`config.mk`:
```
export PLATFORM = sky130hd
export DESIGN_NAME = memory_arbiter_rr
export DESIGN_NICKNAME = d
export VERILOG_FILES = /design/src/rtl/cpu_types_pkg.sv /design/src/rtl/rr_pick.sv /design/src/rtl/memory_arbiter_rr.sv
export SDC_FILE = /design/constraint.sdc
export NUM_CORES = 1
export LEC_CHECK = 0
export CORE_AREA = 3 3 167 169
export CTS_CLUSTER_DIAMETER = 40
export DETAILED_ROUTE_END_ITERATION = 16
export DIE_AREA = 0 0 170 172
export GPL_TIMING_DRIVEN = 0
export PLACE_DENSITY = 0.49
export SYNTH_ARGS = -nofsm -noshare
export SYNTH_HDL_FRONTEND = slang
export SYNTH_SLANG_ARGS = --single-unit
```
`constraint.sdc`:
```
create_clock -name CLK -period 2.4 [get_ports CLK]
set_input_delay 0.48 -clock CLK [delete_from_list [all_inputs] [get_ports CLK]]
set_output_delay 0.48 -clock CLK [all_outputs]
set_load 0.005 [all_outputs]
```
`src/rtl/cpu_types_pkg.sv`:
```
// Shared CPU/memory-side types: RAM handshake state, arbiter FSM state and the
// width helper used to size core-index fields.
package cpu_types_pkg;

    typedef logic [31:0] word_t;

    typedef enum logic [1:0] {
        FREE   = 2'd0,
        BUSY   = 2'd1,
        ACCESS = 2'd2,
        ERROR  = 2'd3
    } ramstate_t;

    typedef enum logic {
        ARB_IDLE = 1'b0,
        ARB_BUSY = 1'b1
    } arb_state_t;

    // A core index needs $clog2(n) bits, but never fewer than one.
    function automatic int cpuid_w(input int n);
        return (n > 1) ? $clog2(n) : 1;
    endfunction

endpackage

```
`src/rtl/rr_pick.sv`:
```
// Rotating-priority encoder: returns the first asserted request at or after ptr,
// wrapping modulo N. Purely combinational.
module rr_pick
    import cpu_types_pkg::*;
#(
    parameter int N = 2,
    localparam int W = cpuid_w(N)
) (
    input  logic [N-1:0] req,
    input  logic [W-1:0] ptr,
    output logic [W-1:0] gnt_idx,
    output logic         gnt_valid
);

    logic [W-1:0] idx;

    // Scan from the farthest offset down so the nearest requester wins last.
    always_comb begin
        gnt_idx   = '0;
        gnt_valid = 1'b0;
        idx       = '0;
        for (int k = N - 1; k >= 0; k--) begin
            idx = W'((int'(ptr) + k) % N);
            if (req[idx]) begin
                gnt_idx   = idx;
                gnt_valid = 1'b1;
            end
        end
    end

endmodule

```
`src/rtl/memory_arbiter_rr.sv`:
```
// Round-robin arbiter between CPUS cores' I/D cache ports and one single-port RAM.
// One transaction in flight; data port outranks instruction port of the same core.
module memory_arbiter_rr
    import cpu_types_pkg::*;
#(
    parameter int CPUS   = 2,
    parameter int ADDR_W = 32,
    parameter int DATA_W = 32
) (
    input  logic                     CLK,
    input  logic                     nRST,
    input  logic [CPUS-1:0]          iREN,
    input  logic [CPUS*ADDR_W-1:0]   iaddr,
    output logic [CPUS*DATA_W-1:0]   iload,
    output logic [CPUS-1:0]          iwait,
    input  logic [CPUS-1:0]          dREN,
    input  logic [CPUS-1:0]          dWEN,
    input  logic [CPUS*ADDR_W-1:0]   daddr,
    input  logic [CPUS*DATA_W-1:0]   dstore,
    output logic [CPUS*DATA_W-1:0]   dload,
    output logic [CPUS-1:0]          dwait,
    output logic                     ramREN,
    output logic                     ramWEN,
    output logic [ADDR_W-1:0]        ramaddr,
    output logic [DATA_W-1:0]        ramstore,
    input  logic [DATA_W-1:0]        ramload,
    input  ramstate_t                ramstate
);

    localparam int CW = cpuid_w(CPUS);
    typedef logic [CW-1:0] cpuid_t;

    arb_state_t  state_reg, state_next;
    cpuid_t      gnt_cpu_reg, gnt_cpu_next;
    logic        gnt_is_d_reg, gnt_is_d_next;
    cpuid_t      rr_ptr_reg, rr_ptr_next;

    logic [ADDR_W-1:0] iaddr_a  [CPUS];
    logic [ADDR_W-1:0] daddr_a  [CPUS];
    logic [DATA_W-1:0] dstore_a [CPUS];
    logic [CPUS-1:0]   dreq, anyreq;
    logic [CPUS-1:0]   sel_i, sel_d, ack_i, ack_d;
    cpuid_t            pick_idx;
    logic              pick_valid;
    logic              live;

    generate
        for (genvar gi = 0; gi < CPUS; gi++) begin : g_core
            assign iaddr_a[gi]  = iaddr[gi*ADDR_W +: ADDR_W];
            assign daddr_a[gi]  = daddr[gi*ADDR_W +: ADDR_W];
            assign dstore_a[gi] = dstore[gi*DATA_W +: DATA_W];
            assign dreq[gi]     = dREN[gi] | dWEN[gi];
            assign anyreq[gi]   = dREN[gi] | dWEN[gi] | iREN[gi];
            assign iload[gi*DATA_W +: DATA_W] = sel_i[gi] ? ramload : '0;
            assign dload[gi*DATA_W +: DATA_W] = sel_d[gi] ? ramload : '0;
            assign iwait[gi] = ~ack_i[gi];
            assign dwait[gi] = ~ack_d[gi];
        end
    endgenerate

    rr_pick #(.N(CPUS)) u_pick (
        .req       (anyreq),
        .ptr       (rr_ptr_reg),
        .gnt_idx   (pick_idx),
        .gnt_valid (pick_valid)
    );

    // The grantee still asserting the request it was granted for.
    assign live = gnt_is_d_reg ? dreq[gnt_cpu_reg] : iREN[gnt_cpu_reg];

    always_ff @(posedge CLK or negedge nRST) begin
        if (!nRST) begin
            state_reg    <= ARB_IDLE;
            gnt_cpu_reg  <= '0;
            gnt_is_d_reg <= 1'b0;
            rr_ptr_reg   <= '0;
        end else begin
            state_reg    <= state_next;
            gnt_cpu_reg  <= gnt_cpu_next;
            gnt_is_d_reg <= gnt_is_d_next;
            rr_ptr_reg   <= rr_ptr_next;
        end
    end

    always_comb begin
        state_next    = state_reg;
        gnt_cpu_next  = gnt_cpu_reg;
        gnt_is_d_next = gnt_is_d_reg;
        rr_ptr_next   = rr_ptr_reg;
        case (state_reg)
            ARB_IDLE: begin
                if (pick_valid) begin
                    state_next    = ARB_BUSY;
                    gnt_cpu_next  = pick_idx;
                    gnt_is_d_next = dreq[pick_idx];
                end
            end
            ARB_BUSY: begin
                // An abort leaves the pointer alone so the same core keeps its turn.
                if (!live) begin
                    state_next = ARB_IDLE;
                end else if (ramstate == ACCESS) begin
                    state_next  = ARB_IDLE;
                    rr_ptr_next = (gnt_cpu_reg == cpuid_t'(CPUS - 1)) ? '0 : gnt_cpu_reg + 1'b1;
                end
            end
            default: state_next = ARB_IDLE;
        endcase
    end

    always_comb begin
        ramREN   = 1'b0;
        ramWEN   = 1'b0;
        ramaddr  = '0;
        ramstore = '0;
        sel_i    = '0;
        sel_d    = '0;
        ack_i    = '0;
        ack_d    = '0;
        if (state_reg == ARB_BUSY) begin
            if (gnt_is_d_reg) sel_d[gnt_cpu_reg] = 1'b1;
            else              sel_i[gnt_cpu_reg] = 1'b1;
            if (live) begin
                if (gnt_is_d_reg) begin
                    ramaddr  = daddr_a[gnt_cpu_reg];
                    ramWEN   = dWEN[gnt_cpu_reg];
                    ramREN   = dREN[gnt_cpu_reg] & ~dWEN[gnt_cpu_reg];
                    ramstore = dWEN[gnt_cpu_reg] ? dstore_a[gnt_cpu_reg] : '0;
                end else begin
                    ramaddr = iaddr_a[gnt_cpu_reg];
                    ramREN  = 1'b1;
                end
                if (ramstate == ACCESS) begin
                    if (gnt_is_d_reg) ack_d[gnt_cpu_reg] = 1'b1;
                    else              ack_i[gnt_cpu_reg] = 1'b1;
                end
            end
        end
    end

endmodule

```
==> results of run 1 <==
-- per-layer routing --
metal  vias to the layer above  routed length [um]  global-route usage, %
met5                         -                  13                      0
met3                        10                1840                   3.96
met4                         2                 132                   1.45
met1                      1999                7540                   13.7
met2                       229               11100                   25.4
li1                       2143                   -                      -
-- layout by cell type (no fill, tap or decap), types with 3 or more instances in the layout --
| cell | netlist | routed |
|---|---|---|
| buf_12 | 0 | 8 |
| buf_2 | 10 | 42 |
| nand2_1 | 6 | 5 |
| clkbuf_16 | 0 | 13 |
| dfrtp_1 | 4 | 4 |
| mux4_2 | 33 | 33 |
| dlygate4sd2_1 | 0 | 122 |
| buf_6 | 2 | 22 |
| and2b_1 | 11 | 11 |
| mux2i_1 | 32 | 32 |
| clkdlybuf4s50_1 | 0 | 228 |
| clkdlybuf4s15_1 | 0 | 18 |
| o21ai_0 | 3 | 3 |
| buf_8 | 0 | 12 |
| clkbuf_2 | 0 | 22 |
| clkbuf_8 | 0 | 6 |
| nor2_1 | 38 | 34 |
| inv_1 | 5 | 5 |
| and2_1 | 128 | 127 |
| nor2b_4 | 0 | 6 |
| nor2b_1 | 23 | 15 |
| buf_4 | 1 | 44 |
-- metrics by stage --
step | hold WS, ns | power (mW) | TNS (ns) | cell area, um2 | setup WS (ns)
4_1_cts | 0.475 | 6.73 | -0.592 | 8210 | -0.0806
3_3_place_gp | 0.561 | 5.38 | -131.27 | 7410 | -1.12
3_5_place_dp | 0.565 | 5.35 | -129.42 | 7410 | -1.14
6_report | 0.474 | 6.82 | -0.0604 | 8250 | -0.0375
5_1_grt | 0.476 | 7.36 | -1.86 | 8250 | -0.139
2_1_floorplan | 0.184 | 2.42 | 0 | 2670 | 0.419
-- report_power, final --
part	total, mW	leakage [nW]	internal (mW)	switching [mW]
sequential	0.137	0.0450	0.100	0.0367
clock	0.257	0.0370	0.213	0.0446
combinational	6.43	3.98	3.95	2.48
total	6.82	4.06	4.26	2.56
-- worst register-to-register path, stage by stage, from the launching register on --
cell      delay (ns)
dfrtp_1         0.39
mux4_2          0.53
nand2b_4        0.21
buf_8           0.15
buf_6           0.11
buf_4           0.13
o31ai_1         0.24
-- how the worst max path moves through the flow --
stage / startpoint / endpoint / slack [ns] / cells past startpoint
final: dWEN[1] / ramaddr[2] / -0.04 / 8
after global routing: gnt_cpu_reg$_DFFE_PN0P_ / ramaddr[2] / -0.14 / 6
after CTS: gnt_cpu_reg$_DFFE_PN0P_ / ramaddr[2] / -0.08 / 6
after detailed placement: gnt_cpu_reg$_DFFE_PN0P_ / iload[22] / -1.14 / 6
after global placement: gnt_cpu_reg$_DFFE_PN0P_ / iload[22] / -1.12 / 6
after floorplan: gnt_cpu_reg$_DFFE_PN0P_ / ramaddr[10] / 0.42 / 4
-- timing repair --
action	CTS	global route
hold endpoints to repair	0	0
buffers inserted	56	10
cloned	8	0
resized for setup	448	88
pin swaps	4	1
hold buffers	0	0
endpoints found under the setup margin	198	66
-- cells by family (layout without fill, tap and decap cells) --
kind of cell           after synthesis  in the layout  share of synthesized area (%)
AND/OR/NAND/NOR                    215            215                           47.0
flip-flops                           4              4                           3.76
buffers and inverters               36            543                           6.24
multiplexers                        66             66                           40.3
AO/OA/AOI/OAI                       11             11                           2.68
-- layout make-up --
type                       count  area, um2  share of cell area (%)
tap                          341        427                    5.17
inverter                       5       18.8                   0.227
timing repair buffer         504       4610                    55.9
sequential                     4        100                    1.21
multi-input combinational    292       2510                    30.5
clock buffer                   3       75.1                   0.910
buffer                        31        507                    6.14
==> results.md, run 1 <==
- Global Route Usage Sum: 12.8%
- Worst-case reg-to-reg path depth: 6
- FF-to-FF Start: gnt_cpu_reg$_DFFE_PN0P_
- PortBufs: 431
- Num CTS Buffers: 3
- Hold/Removal Path Class: input pin to async pin
- Skew-Pair Late Insertion Delay: 0.22 ns
- Max rail drop VDD: 0.304 mV
- Num rows: 60
- Number of synthesized flops with an enable pin: 0
- Worst-margin pin slew: 0.326 ns
- Final Hold Violating Endpoints: 0
- Cell taking the most area after synthesis: and2_1
- Diode count: 0
- PwrDens: 827 nW/um2
- Layout Cells excl Fill: 1180
- Syn_area_per_cell: 8.03 um2
- DIE AREA: 29200 um2
- Crit Path Max Fanout: 5
- Ys flop type: dfrtp_1
- First-pass GRT wire length: 28.5 mm
- Mapped Cells: 332
- Nets: 1075
- Final Routed Wirelength: 20.6 mm
- DR vias/cell: 3.71
- Reg2reg setup slack: 0.53 ns
- CTS H-tree depth: 1
- Mapped cell area: 2670 um2
- I/O pins: 432
- Worst-path cell chain: buf_2, nor2_1, mux4_2, nand2b_4, buf_6, buf_6, and2b_1, buf_2
- Critical path data arrival time: 1.96 ns
- Synth area leaders: and2_1 (30%), mux4_2 (28%), mux2i_1 (12%)
- Status: finished with violations
- Worst setup SP type: input pin
- RSZ-0062 raised after global routing: yes
- Asr flop ratio synth: 100%
- Layout cells sized above 1: 26.6%
- # DRC: 0
- Area grow syn2layout: 210%
- Top-count cell post-synth: and2_1
- Grt total ovfl: 0
- Deepest clock path buffer count: 2
- Post-route ant nets: 0
- Critical path's top delay family: buffers and inverters
- Synthesized Nets: 566
- Number of global-route vias before repair: 4609
- Iteration-0 DRC count of the detailed router: 92
- Worst EP required: 1.92 ns
- CP max stage delay: 0.48 ns
- Initial antenna violation count: 1
- Flop and latch count out of synthesis: 4
- # setup viols final: 2
- Crit-path slowest cell: mux4_2
- Top cell type's share of synthesized area: 30.0%
- Fin crit share: 102%
- Sequential fraction of the synthesis area: 3.76%
- FMAX: 410 MHz
- Root Buffer: clkbuf_16
- Clock skew: 0.00185 ns
- Vias: 4383
- Gpl congestion: 0.762
- Die Wd: 170 um
- TritonCTS Sinks: 4
- Final worst slack: -0.0375 ns
- Fin util: 30.9%
- Worst reg2reg endpoint: rr_ptr_reg$_DFFE_PN0P_
- Min Tclk post-route: 2.44 ns
- Worst Path Buf+Inv: 4
- Failing checks: negative setup slack
- Initial Utilization: 9.97%
- Crit Path Category: input pin to output pin
- CTS tree: yes
- Max_cap viols: 0
- Relative slew slack: 78.1%
- Drt wl/cell: 17.5 um
- Number of fill cells in the layout: 2842
- Static leakage: 4.06 nW
- Core ar.: 26700 um2
- Most common library cells after synthesis: and2_1 (128), nor2_1 (38), mux4_2 (33)
- Nature of the critical path endpoint: output pin
- DP Cell Count: 1104
- Drt pass-1 iters: 4
- Syn. warnings: 0
- Largest net degree at the start of global routing: 11
- CTS clk-pin slew, worst paths: 0.03 ns
- Die Ht: 172 um
- HPWL after DPL: 16.4 mm
- Slew Limit Fails: 0
- Post-synth cell types: 27
Note: power is estimated with default switching activity, not from simulation.
==> run 2, diff against run 1 <==
Settings changed: ABC_AREA set to 1, CORE_AREA 3 3 167 169 to 3 3 165 167, DIE_AREA 0 0 170 172 to 0 0 168 170, PLACE_DENSITY 0.49 to 0.48.
==> results.md, run 2 <==
- Crit Path Category: flop to output pin
- Final Hold Violating Endpoints: 0
- Number of synthesized flops with an enable pin: 0
- TritonCTS Sinks: 4
- DR vias/cell: 3.85
- First-pass GRT wire length: 32.2 mm
- Global Route Usage Sum: 14.3%
- Int Pwr: 3.44 mW
- Total power: 6.59 mW
- Drt wl/cell: 16.3 um
- P_sw: 3.15 mW
- Fin util: 30.8%
- Num CTS Buffers: 3
- Crit Path Max Fanout: 8
- Mapped cell area: 2370 um2
- Crit-path slowest cell: dfrtp_2
- CP dominant cell by count: buf_6
- Initial antenna violation count: 0
- # setup viols final: 0
- Drt pass-1 iters: 4
- Commonest non-fill, non-tap cells in the layout: clkdlybuf4s50_1 (306), nand2_1 (182), nor2_1 (143)
- Sequential power share: 2.5%
- Asr flop ratio synth: 100%
- CP max stage delay: 0.44 ns
- CTS tree: yes
- Top-count cell post-synth: nand2_1
- Ys flop type: dfrtp_1
- Area grow syn2layout: 237%
- Clock skew: 0.00170 ns
- Synthesized Nets: 789
- CTS H-tree depth: 1
- Gpl congestion: 0.788
- Syn_area_per_cell: 4.27 um2
- Core ar.: 25900 um2
- Min Tclk post-route: 2.35 ns
- Nets: 1262
- Die Ht: 170 um
- Root Buffer: clkbuf_16
- Static leakage: 4.48 nW
- Top cell type's share of synthesized area: 30.1%
- Hold/Removal Path Class: input pin to async pin
- DIE AREA: 28600 um2
- Skew-Pair Late Insertion Delay: 0.22 ns
- Most common library cells after synthesis: nand2_1 (190), nor2_1 (163), a21oi_1 (65)
- HPWL after DPL: 18.3 mm
- Deepest clock path buffer count: 2
- Diode count: 0
- Largest net degree at the start of global routing: 11
- Part of the power in the clock network: 3.9%
- I/O pins: 432
- Max_cap viols: 0
- Syn. warnings: 0
- Sequential fraction of the synthesis area: 4.22%
- Worst EP required: 1.92 ns
- Iteration-0 DRC count of the detailed router: 162
- Most common cell after layout, fill and taps aside: clkdlybuf4s50_1
- Synth area leaders: nand2_1 (30%), nor2_1 (26%), a21oi_1 (14%)
- Die Wd: 168 um
- Power share of the combinational group: 93.6%
- Slew Limit Fails: 0
- Worst-margin pin slew: 0.387 ns
- Num rows: 59
- # DRC: 0
- Flop and latch count out of synthesis: 4
- Status: finished clean
- Switching part of the total power: 47.8%
- Grt total ovfl: 0
- Initial Utilization: 9.15%
- Fin crit share: 97.7%
- Mapped Cells: 555
- PwrDens: 825 nW/um2
- Post-route ant nets: 0
- Worst setup SP type: flop
- Layout cells sized above 1: 15.5%
- PortBufs: 431
- Max rail drop VDD: 0.395 mV
- CTS clk-pin slew, worst paths: 0.03 ns
- Vias: 5241
- Relative slew slack: 74.2%
- Cell taking the most area after synthesis: nand2_1
- RSZ-0062 raised after global routing: yes
- Final Routed Wirelength: 22.2 mm
- Nature of the critical path endpoint: output pin
- Critical path data arrival time: 1.87 ns
- Post-synth cell types: 16
- Number of global-route vias before repair: 5327
- Hold Worst Slack: 0.466 ns
- Hold_buf cts: 0
- FMAX: 426 MHz
- Critical path's top delay family: buffers and inverters
- Worst Path Buf+Inv: 6
- Worst-path cell chain: buf_6, nor2_4, buf_6, nand2_4, nand3_4, nand2_8, buf_8, buf_6, buf_6, nor2_1, buf_2
run 2: what timing repair did:
item                                    4_1_cts  5_1_grt
endpoints found under the setup margin      198      141
gates resized for setup                     257      117
gates cloned                                  2        0
buffers inserted                             30        8
pin swaps                                    10        7
run 2: layout make-up:
cell class	count	area, um2
inverters	48	193
well taps	335	419
multi-input cells	465	2140
clock buffers	3	75.1
fillers	2905	17900
repair buffers	470	4680
flip-flops and latches	4	104
plain buffers	36	369
run 2: stage by stage:
step	cell area (um2)	setup TNS [ns]	setup slack (ns)	cells
finish	7980	0	0.0548	1361
global route	7980	-0.205	-0.0474	1361
CTS	7670	-1.34	-0.0678	1356
detailed placement	7100	-62.73	-0.683	1321
global placement	7100	-63.85	-0.683	1321
floorplan	2370	0	0.691	555
run 2: final timing paths:
kind / cells after the start / slack [ns] / start / end
setup / recovery: 11 / 0.05 / gnt_cpu_reg$_DFFE_PN0P_ / ramaddr[7]
hold / removal: 1 / 0.47 / nRST / rr_ptr_reg$_DFFE_PN0P_
setup reg to reg: 9 / 1.00 / gnt_cpu_reg$_DFFE_PN0P_ / rr_ptr_reg$_DFFE_PN0P_
hold reg to reg: 2 / 0.47 / rr_ptr_reg$_DFFE_PN0P_ / rr_ptr_reg$_DFFE_PN0P_
max in group asynchronous: 1 / 1.74 / nRST / gnt_is_d_reg$_DFFE_PN0P_
min in group CLK: 2 / 0.47 / rr_ptr_reg$_DFFE_PN0P_ / rr_ptr_reg$_DFFE_PN0P_
run 2: power groups by stage:
stage	Sequential [mW]	Clock, mW	Combinational (mW)
final	0.166	0.258	6.16
after global routing	0.171	0.272	6.75
after CTS	0.165	0.263	6.02
after detailed placement	0.148	0	5.13
after global placement	0.148	0	5.17
after floorplan	0.136	0	2.12
run 2: per-layer routing:
metal	vias up	part of all wire (%)	GRT usage [%]
met3	10	6.4	2.62
met1	2348	41	17.0
met2	232	52	27.1
li1	2651	-	-
met4	0	1.1	2.21
met5	-	0	0
run 2: logic make-up (layout without fill, tap and decap cells):
group           Yosys count  count (layout)  share of synthesized area, %
compound gates           68              68                          14.4
buf+inv                  86             557                          15.3
flops                     4               4                          4.22
simple gates            397             397                          66.1
run 2: worst reg2reg max path, stage by stage (launching register included):
cell and delay [ns]:
dfrtp_2 0.44, buf_6 0.14, nor2_4 0.09, buf_6 0.13, nand2_4 0.05, nand3_4 0.10
buf_4 0.14, nand3_2 0.08, nand2_1 0.07, nand2_1 0.04
==> run 3, diff against run 2 <==
Settings changed: CAP_MARGIN set to 15.
==> results of run 3 <==
Final layout, timing and power as in run 2 (identical DEF).
